File: config.mk
export PLATFORM = sky130hd
export DESIGN_NAME = serial_parity_rx
export DESIGN_NICKNAME = d
export VERILOG_FILES = /design/src/rtl/serial_pkg.sv /design/src/rtl/parity_acc.sv /design/src/rtl/serial_parity_rx.sv
export SDC_FILE = /design/constraint.sdc
export NUM_CORES = 1
export LEC_CHECK = 0
export CORE_ASPECT_RATIO = 1.75
export CORE_MARGIN = 8
export CORE_UTILIZATION = 45
export DETAILED_ROUTE_END_ITERATION = 12
export GPL_TIMING_DRIVEN = 0
export PLACE_DENSITY_LB_ADDON = 0.25
export SKIP_CTS_REPAIR_TIMING = 1
export SYNTH_ARGS = -nofsm -noshare
export SYNTH_HDL_FRONTEND = slang
export SYNTH_SLANG_ARGS = --single-unit
File: constraint.sdc
create_clock -name clk -period 1.6 [get_ports clk]
set_input_delay 0.16 -clock clk [delete_from_list [all_inputs] [get_ports clk]]
set_output_delay 0.16 -clock clk [all_outputs]
set_load 0.01 [all_outputs]
File: src/rtl/serial_pkg.sv
// Shared serial link constants: receiver FSM state encoding
// and the parity sense values used by both link ends.
package serial_pkg;

    localparam logic [2:0] ST_IDLE      = 3'd0;
    localparam logic [2:0] ST_DATA      = 3'd1;
    localparam logic [2:0] ST_PARITY    = 3'd2;
    localparam logic [2:0] ST_STOP      = 3'd3;
    localparam logic [2:0] ST_WAIT_IDLE = 3'd4;

    localparam logic PARITY_EVEN = 1'b0;
    localparam logic PARITY_ODD  = 1'b1;

endpackage

File: src/rtl/parity_acc.sv
// One-bit XOR accumulator; clr wins over en.
// Shared by the receiver (check) and transmitter (generate).
module parity_acc (
    input  logic clk,
    input  logic rst_n,
    input  logic clr,
    input  logic en,
    input  logic d,
    output logic acc
);

    // fold each enabled bit into the running XOR
    always_ff @(posedge clk or negedge rst_n) begin
        if (!rst_n) begin
            acc <= 1'b0;
        end else if (clr) begin
            acc <= 1'b0;
        end else if (en) begin
            acc <= acc ^ d;
        end
    end

endmodule

File: src/rtl/serial_parity_rx.sv
// Serial frame receiver: start, LSB-first data, parity, stop.
// Reports data with parity and framing status as a 1-clk valid.
module serial_parity_rx #(
    parameter int DATA_BITS  = 8,
    parameter bit PARITY_ODD = 1'b0
) (
    input  logic                 clk,
    input  logic                 rst_n,
    input  logic                 tick,
    input  logic                 rx,
    output logic [DATA_BITS-1:0] data,
    output logic                 valid,
    output logic                 parity_err,
    output logic                 frame_err,
    output logic                 busy
);

    import serial_pkg::*;

    localparam int CW = $clog2(DATA_BITS + 1);

    logic [2:0]           state;
    logic [CW-1:0]        cnt;
    logic [DATA_BITS-1:0] shreg;
    logic                 acc;
    logic                 perr;
    logic                 acc_clr;
    logic                 acc_en;

    assign acc_clr = tick && (state == ST_IDLE);
    assign acc_en  = tick && (state == ST_DATA);
    assign busy    = (state != ST_IDLE);

    parity_acc u_acc (
        .clk   (clk),
        .rst_n (rst_n),
        .clr   (acc_clr),
        .en    (acc_en),
        .d     (rx),
        .acc   (acc)
    );

    // frame FSM, bit counter and shift register advance on ticks only
    always_ff @(posedge clk or negedge rst_n) begin
        if (!rst_n) begin
            state <= ST_IDLE;
            cnt   <= '0;
            shreg <= '0;
            perr  <= 1'b0;
        end else if (tick) begin
            unique case (state)
                ST_IDLE: begin
                    if (!rx) begin
                        state <= ST_DATA;
                        cnt   <= '0;
                    end
                end
                ST_DATA: begin
                    shreg <= DATA_BITS'({rx, shreg} >> 1);
                    cnt   <= cnt + 1'b1;
                    if (cnt == CW'(DATA_BITS - 1)) begin
                        state <= ST_PARITY;
                    end
                end
                ST_PARITY: begin
                    perr  <= acc ^ rx ^ PARITY_ODD;
                    state <= ST_STOP;
                end
                ST_STOP: begin
                    state <= rx ? ST_IDLE : ST_WAIT_IDLE;
                end
                ST_WAIT_IDLE: begin
                    if (rx) begin
                        state <= ST_IDLE;
                    end
                end
                default: begin
                    state <= ST_IDLE;
                end
            endcase
        end
    end

    // publish the frame result in the clk after the stop tick
    always_ff @(posedge clk or negedge rst_n) begin
        if (!rst_n) begin
            data       <= '0;
            valid      <= 1'b0;
            parity_err <= 1'b0;
            frame_err  <= 1'b0;
        end else begin
            valid <= 1'b0;
            if (tick && (state == ST_STOP)) begin
                data       <= shreg;
                parity_err <= perr;
                frame_err  <= ~rx;
                valid      <= 1'b1;
            end
        end
    end

endmodule

==> impl_metrics.json, run 1 <==
{
  "critPathCapture": "busy",
  "power.density_nw_per_um2": 1812,
  "preCtsSetupSlack_ps": -83.00,
  "fin_nets": 110,
  "cp_max_fo": 10,
  "syn_nets": 91,
  "multiInputGateArea_um2": 478.0,
  "cts_root_buffer": "clkbuf_8",
  "row_count": 25,
  "dp_hpwl_um": 1493,
  "grt_max_degree": 29,
  "avgSynthCellArea_um2": 14.33,
  "clkSinkCount": 28,
  "worst_pin_slew_ps": 617.5,
  "startpoint": "state[0]",
  "port_buffers": 13,
  "final.setup_skew_ps": 1.556,
  "gp_congestion": 0.7579,
  "regToRegSetupSlack_ps": 120,
  "cp.required_ps": 1440,
  "ant_nets": 0,
  "first_iter_violations": 15,
  "synth.ff_latch_count": 28,
  "clockBufferDepth": 2,
  "drv_slew": 0,
  "met3_usage_pct": 2.691,
  "antenna_found_initial": 0,
  "fin_util_pct": 55.48,
  "p_leak_uw": 0.0007136,
  "clkTransAtPathRegs_ps": 90,
  "rsz0062_at_grt": "no",
  "yosysTopAreaCellShare_pct": 56.85,
  "ios": 16,
  "hold_class": "in2reg",
  "drtPass1Iterations": 2,
  "yosysSeqAreaShare_pct": 56.85,
  "relSlewSlack_pct": 58.83,
  "critPathKind": "reg2out",
  "busiest_layer": "met2",
  "timing.final.ws_setup_ps": 105.7,
  "synth_edf_count": 0,
  "via_count": 734,
  "area_growth_pct": 19.70,
  "drive_above_1_share_pct": 29.81,
  "viasPerCell": 5.603,
  "die_area_um2": 4735,
  "die_height_um": 85.23,
  "maxCapViolCount": 0,
  "synth_top_area_cell": "dfrtp_1",
  "synth.area.top_cells": "dfrtp_1 (57%), mux2_2 (12%), mux2_4 (6.1%)",
  "synth_area_um2": 1232,
  "rr_endpoint": "shreg[1]",
  "irDropWorstVdd_mv": 1.071,
  "reg2regPathDepth": 4,
  "fmax_mhz": 669.2,
  "synth_most_common_cell": "dfrtp_1",
  "cts_tree": "yes",
  "fin_tns_setup_ps": 0,
  "critPathCaptureType": "output pin",
  "worstPathArrival_ps": 1330,
  "r2r_start": "state[1]",
  "nFillCells": 232,
  "core-area_um2": 2659,
  "initial_core_util_pct": 46.35,
  "dieWidth_um": 55.56,
  "htree_levels": 1,
  "regArea_um2": 700.7,
  "setup_violations": 0,
  "grt_util_met2_pct": 16.39,
  "remaining_drc_errors": 0,
  "grt_pass1_vias": 792,
  "synth.distinct_cells": 29,
  "grt_usage_pct": 9.373,
  "use_met1_pct": 9.811,
  "wl_um": 2075,
  "layout.cells.non_filler": 131,
  "startpoint_type": "flop",
  "hold_viol": 0,
  "wl_per_cell_um": 15.84,
  "final.period_utilization_pct": 93.40,
  "syn_inst": 86,
  "grt_pass1_wl_um": 3691,
  "status": "finished, final reports clean",
  "yosysWarnings": 0,
  "async_flop_share_pct": 100.0,
  "placed_cells": 126,
  "grt_overflow_total": 0,
  "insertedDiodeCount": 0,
  "hold_start": "tick",
  "ys.flop_type": "dfrtp_1",
  "power_uw": 2673,
  "cts_buffers": 3,
  "clk_latency_ps": 270,
  "synth_commonest_cells": "dfrtp_1 (28), mux2_2 (13), mux2_4 (5)",
  "fin_crit_ps": 1494
}
==> kinds of logic after synthesis <==
kind of cell / Yosys count / synth area share, %
adder cells (fa/ha/maj): 1 / 1.015
buffers and inverters: 8 / 4.365
flip-flops: 28 / 56.85
AND/OR/NAND/NOR: 16 / 10.56
AO/OA/AOI/OAI: 13 / 7.817
multiplexers: 18 / 17.97
XOR/XNOR: 2 / 1.422
==> state kept, by name (all words and copies together) (netlist names) <==
register and flops:
state 3, data 8, shreg 8, valid 1, parity_err 1, perr 1
cnt 4, u_acc.acc 1, frame_err 1
==> metal layers <==
layer  wire, um  vias to the layer above
met4         40                        0
li1           -                      349
met1        896                      364
met5          0                        -
met3        119                        5
met2       1019                       16
==> worst max-delay path, cell delays in order, from the launching register on <==
cell,delay [ps]
dfrtp_1,360
buf_2,180
or3_1,340
dlymetal6s2s_1,180
==> cell usage in the layout (no fill, tap or decap) <==
cell / n
dfrtp_1: 28
mux2_2: 13
clkdlybuf4s50_1: 11
mux2_4: 5
o21ai_0: 3
a22o_1: 3
nand3_1: 3
clkbuf_8: 3
buf_2: 2
buf_6: 2
buf_4: 2
inv_1: 2
nand2_1: 2
and3b_1: 2
nand2b_1: 2
o31ai_1: 2
xnor2_1: 2
or3_1: 1
nand4b_4: 1
clkbuf_1: 1
and4bb_4: 1
nor3b_2: 1
o21ai_1: 1
nor2_1: 1
a32o_1: 1
nor2b_1: 1
a221o_1: 1
nand4b_1: 1
a31oi_1: 1
a41oi_1: 1
ha_1: 1
bufinv_16: 1
dlygate4sd3_1: 1
dlymetal6s2s_1: 1
==> per-stage QoR <==
stage / hold slack [ps] / area (um2)
after CTS: 176.8 / 1468
after floorplan: -135.6 / 1232
after global placement: 465.4 / 1396
final: 176.3 / 1475
after detailed placement: 469.1 / 1396
after global routing: 178.9 / 1475
==> worst min path at each step <==
stage                     slack, ps  cells past startpoint        end
after floorplan                -140                      0     cnt[0]
after global placement          470                      2  frame_err
after detailed placement        470                      2       perr
after CTS                       180                      2       perr
after global routing            180                      2       perr
final                           180                      2       perr
==> cell type report <==
cell class / instances / area share (%)
clock inverters: 1 / 2.036
repair buffers: 14 / 9.330
well taps: 27 / 2.290
inverters: 2 / 0.5089
multi-input cells: 50 / 32.40
flip-flops and latches: 28 / 47.50
clock buffers: 3 / 2.799
plain buffers: 6 / 3.138
==> power breakdown <==
| group | switching [uW] | internal (uW) |
|---|---|---|
| sequential | 180 | 988 |
| clock | 213 | 335 |
| combinational | 358 | 599 |
| total | 751 | 1920 |
(Power assumes the default switching activity.)
==> run 2: changes to the inputs <==
--- a/config.mk
+++ b/config.mk
@@ -5,6 +5,7 @@
 export SDC_FILE = /design/constraint.sdc
 export NUM_CORES = 1
 export LEC_CHECK = 0
+export ABC_AREA = 1
 export CORE_ASPECT_RATIO = 1.75
 export CORE_MARGIN = 8
 export CORE_UTILIZATION = 45
==> run 2 against run 1 <==
Critical path type unchanged. Sequential cell count unchanged. First-iteration DRC count increased by 120%. Sequential share of layout area decreased by 1.5 points. Via count increased by 27%. Clock skew about the same. Register-to-register slack improved by 220 ps. Worst setup slack improved by 160 ps. Synthesized area increased by 3.7%. Clock power decreased by 22%. Wire length increased by 19%.
==> impl_metrics.json, run 2 <==
{
  "async_flop_share_pct": 100.0,
  "synth_commonest_cells": "nand2_1 (38), dfrtp_1 (28), inv_1 (14), o21ai_2 (13), o21ai_0 (7)",
  "cp.required_ps": 1440,
  "cts_tree": "yes",
  "port_buffers": 15,
  "cts_buffers": 3,
  "final.period_utilization_pct": 83.34,
  "synth.area.top_cells": "dfrtp_1 (55%), nand2_1 (11%), o21ai_2 (8.9%)",
  "hold_class": "in2async",
  "grt_max_degree": 29,
  "worstPathArrival_ps": 1170,
  "hold_viol": 0,
  "maxCapViolCount": 0,
  "setup_violations": 0,
  "slowest_stage": "clkdlybuf4s50_1",
  "syn_inst": 132,
  "fin_crit_ps": 1333,
  "worst_pin_slew_ps": 609.2,
  "core-area_um2": 2690,
  "syn_nets": 137,
  "ant_nets": 0,
  "viasPerCell": 5.212,
  "clockBufferDepth": 2,
  "layout_commonest_cell": "nand2_1",
  "synth_area_um2": 1277,
  "grt_pass1_vias": 1060,
  "status": "finished, final reports clean",
  "dieWidth_um": 56.28,
  "p_leak_uw": 0.0007402,
  "yosysWarnings": 0,
  "fin_util_pct": 56.65,
  "clkSinkCount": 28,
  "power_uw": 2843,
  "gp_congestion": 0.8674,
  "cts_root_buffer": "clkbuf_8",
  "drive_above_1_share_pct": 19.74,
  "final_cell_mix": "nand2_1 (38), dfrtp_1 (28), inv_1 (14)",
  "synth_most_common_cell": "nand2_1",
  "dp_hpwl_um": 1862,
  "grt_overflow_total": 0,
  "synth.distinct_cells": 20,
  "row_count": 25,
  "yosysSeqAreaShare_pct": 54.85,
  "initial_core_util_pct": 47.49,
  "wl_um": 2467,
  "power.density_nw_per_um2": 1866,
  "crit_buf_inv": 1,
  "cp_top_family": "buffers and inverters",
  "drv_slew": 0,
  "final.setup_skew_ps": 2.055,
  "irDropWorstVdd_mv": 1.214,
  "synth_top_area_cell": "dfrtp_1",
  "crit_chain": "clkdlybuf4s50_1",
  "startpoint_type": "flop",
  "ios": 16,
  "htree_levels": 1,
  "critPathKind": "reg2out",
  "first_iter_violations": 33,
  "die_area_um2": 4867,
  "fin_nets": 158,
  "fmax_mhz": 749.9,
  "synth_edf_count": 0,
  "avgSynthCellArea_um2": 9.678,
  "insertedDiodeCount": 0,
  "cp_max_fo": 2,
  "grt_pass1_wl_um": 4498,
  "wl_per_cell_um": 13.78,
  "drtPass1Iterations": 4,
  "yosysTopAreaCellShare_pct": 54.85,
  "relSlewSlack_pct": 59.38,
  "critPathCaptureType": "output pin",
  "clkTransAtPathRegs_ps": 90,
  "synth.ff_latch_count": 28,
  "via_count": 933,
  "antenna_found_initial": 0,
  "die_height_um": 86.49,
  "rsz0062_at_grt": "no",
  "ys.flop_type": "dfrtp_1",
  "remaining_drc_errors": 0,
  "cp.depth": 1,
  "cpPeakStageDelay_ps": 540,
  "clk_latency_ps": 270,
  "area_growth_pct": 19.29,
  "reg.largest.list": "data (8), shreg (8), cnt (4)",
  "reg2regPathDepth": 6,
  "grt_usage_pct": 10.86
}
==> run 2: cell count changes after synthesis, sizes merged, moves of 3 or more <==
cell,change
nand2,+39
o21ai,+20
mux2,-18
inv,+13
nor2,+5
nand4,+4
a22o,-3
==> run 2: path summary, 6_finish.rpt <==
path / endpoint / start / slack (ps)
max in group asynchronous: state[1] / rst_n / 770
max reg2reg: state[2] / cnt[0] / 340
min: cnt[2] / rst_n / 430
min in group clk: data[0] / data[0] / 490
max: parity_err / parity_err / 270
min reg2reg: data[0] / data[0] / 490
==> run 2: kinds of logic after synthesis <==
| kind of cell | after synthesis | share of synthesized area [%] |
|---|---|---|
| and+or+nand+nor | 57 | 21.55 |
| DFF | 28 | 54.85 |
| adders and majority gates | 1 | 0.9793 |
| buffers and inverters | 19 | 7.345 |
| xor gates and xnor gates | 2 | 1.371 |
| AOI/OAI and AO/OA | 25 | 13.91 |
==> run 2: metrics by stage <==
step	area, um2	hold WS (ps)	setup WS (ps)	TNS (ps)	cells
2_1_floorplan	1277	-135.6	478.7	0	132
3_3_place_gp	1461	461.4	1.961	0	174
3_5_place_dp	1461	469.5	-77.32	-2126	174
4_1_cts	1516	492.8	-46.56	-46.56	178
5_1_grt	1524	491.6	214.3	0	179
6_report	1524	429.1	266.6	0	179
==> run 2: power breakdown <==
group	leakage, uW	total (uW)	switching (uW)	internal (uW)
Sequential	0.000368	1160	179	986
Combinational	0.000343	1250	696	556
Clock	0.0000288	427	207	220
Total	0.000740	2840	1080	1760
==> run 2: cell type report <==
cell class | count | area (um2)
Fill cell | 252 | 1166
Sequential cell | 28 | 700.7
Timing Repair Buffer | 16 | 157.7
Tap cell | 27 | 33.78
Buffer | 4 | 37.54
Inverter | 15 | 56.30
Multi-Input combinational cell | 85 | 483.0
Clock buffer | 4 | 55.05
==> run 2: routing by layer <==
layer  global-route usage (%)  part of all wire (%)  vias up
met5                        0                     0        -
li1                         -                     -      464
met1                    10.95                    41      450
met2                    20.47                    55       15
met3                    2.489                   3.6        4
met4                    4.396                   1.3        0
==> run 3: changes to the inputs <==
==> constraint.sdc (replaced) <==
create_clock -name clk -period 1.1 [get_ports clk]
set_input_delay 0.11 -clock clk [delete_from_list [all_inputs] [get_ports clk]]
set_output_delay 0.11 -clock clk [all_outputs]
set_load 0.01 [all_outputs]
==> run 3 against run 2 <==
The flow now finishes with violations (setup timing). Register-to-register slack worse by 500 ps. Sequential power up 51%. Global-route usage stayed put. Sequential cell count is the same. Sequential share of layout area decreased by 6.8 points. Combinational power grew 86%. Clock skew increased by 0.64 ps. Die area is the same. First-iteration DRC count shrank 48%. Non-clock buffer count increased by 13. Via count is 8.1% higher. Critical path type is now reg2reg. Largest cell class unchanged. Highest routed layer unchanged.
==> impl_metrics.json, run 3 (synthesized netlist as in run 2, its figures left out) <==
{
  "status": "finished, violations left",
  "cts_tree": "yes",
  "dp_hpwl_um": 1862,
  "pwr-share-clk_pct": 13.2,
  "via_count": 1009,
  "cts_buffers": 3,
  "maxCapViolCount": 0,
  "intPower_uw": 2867,
  "fin_crit_ps": 1257,
  "grt_usage_pct": 10.86,
  "power_frac_seq_pct": 37.3,
  "antenna_found_initial": 0,
  "grt_pass1_vias": 1058,
  "rr_endpoint": "shreg[4]",
  "critPathCaptureType": "flop",
  "drtPass1Iterations": 4,
  "startpoint": "state[2]",
  "layout_commonest_cell": "nand2_1",
  "cp_max_fo": 6,
  "pwr-share-comb_pct": 49.5,
  "clkTransAtPathRegs_ps": 90,
  "power_uw": 4694,
  "worstPathArrival_ps": 1420,
  "irDropWorstVdd_mv": 1.786,
  "worst_pin_slew_ps": 618.9,
  "p_leak_uw": 0.001007,
  "final_cell_mix": "nand2_1 (28), dfrtp_1 (26), o21ai_2 (13)",
  "regToRegSetupSlack_ps": -160,
  "startpoint_type": "flop",
  "core-area_um2": 2690,
  "dieWidth_um": 56.28,
  "first_iter_violations": 17,
  "hold_start": "tick",
  "fmax_mhz": 795.6,
  "drv_slew": 0,
  "layout.cells.non_filler": 193,
  "initial_core_util_pct": 47.49,
  "htree_levels": 1,
  "fin_nets": 172,
  "cts_root_buffer": "clkbuf_8",
  "row_count": 25,
  "cp.required_ps": 1270,
  "wl_per_cell_um": 14.95,
  "clkSinkCount": 28,
  "port_buffers": 15,
  "final.period_utilization_pct": 114.3,
  "violations": "setup timing",
  "reg.largest.list": "data (8), shreg (8), cnt (4)",
  "relSlewSlack_pct": 58.74,
  "area_growth_pct": 40.35,
  "switching_share_pct": 38.93,
  "clockBufferDepth": 2,
  "r2r_start": "state[2]",
  "clk_latency_ps": 270,
  "wl_um": 2885,
  "ant_nets": 0,
  "viasPerCell": 5.228,
  "fin_util_pct": 66.65,
  "power.switching_uw": 1828,
  "reg2regPathDepth": 7,
  "remaining_drc_errors": 0,
  "final.setup_skew_ps": 2.694,
  "grt_overflow_total": 0,
  "gp_congestion": 0.8673,
  "rsz0062_at_grt": "yes",
  "grt_max_degree": 29,
  "placed_cells": 174,
  "power.density_nw_per_um2": 2618,
  "holdPathEnd": "perr",
  "insertedDiodeCount": 0,
  "holdPathStages": 3,
  "critPathKind": "reg2reg",
  "ios": 16,
  "setup_violations": 27,
  "preCtsSetupSlack_ps": -527.3,
  "timing.final.ws_setup_ps": -156.9,
  "hold_viol": 0,
  "die_height_um": 86.49,
  "grt_pass1_wl_um": 4498,
  "die_area_um2": 4867,
  "hold_class": "in2reg",
  "drive_above_1_share_pct": 38.55
}
run 3: power by group through the flow:
stage | logic (uW) | registers (uW) | clock network [uW]
CTS | 1870 | 1700 | 637
global placement | 1800 | 1690 | 0
detailed placement | 1860 | 1710 | 0
finish | 2320 | 1750 | 621
floorplan | 1140 | 1740 | 0
global route | 2560 | 1800 | 672
run 3: routing by layer:
| metal | routed length [um] | global-route usage (%) | vias up |
|---|---|---|---|
| met3 | 95 | 2.635 | 8 |
| li1 | - | - | 489 |
| met4 | 48 | 4.396 | 0 |
| met5 | 0 | 0 | - |
| met1 | 1128 | 10.87 | 495 |
| met2 | 1612 | 20.47 | 17 |
run 3: metrics by stage:
stage,area [um2],hold slack (ps),setup TNS [ps]
after global routing,1793,400.4,-5108
after floorplan,1277,-185.6,-21.26
after global placement,1461,461.4,-18930
after CTS,1516,492.8,-11620
final,1793,364.0,-2913
after detailed placement,1461,469.5,-21840
run 3: critical path, cell delays in order (launching register included):
cell	delay [ps]
dfrtp_2	470
inv_4	100
nand2_4	50
nor2_4	140
nand2_4	130
buf_12	180
nand2_4	50
o21ai_2	40
run 3: cell type report:
| cell class | count | area [um2] |
|---|---|---|
| fillers | 218 | 897.1 |
| flip-flops and latches | 28 | 703.2 |
| multi-input cells | 86 | 571.8 |
| repair buffers | 29 | 317.8 |
| inverters | 15 | 61.31 |
| clock buffers | 4 | 55.05 |
| plain buffers | 4 | 50.05 |
| well taps | 27 | 33.78 |
run 3: how the worst max path moves through the flow:
stage               end  cells past startpoint
2_1_floorplan  shreg[4]                      7
3_3_place_gp    data[1]                      1
3_5_place_dp    data[1]                      1
4_1_cts            busy                      4
5_1_grt        shreg[4]                      7
6_report       shreg[4]                      7
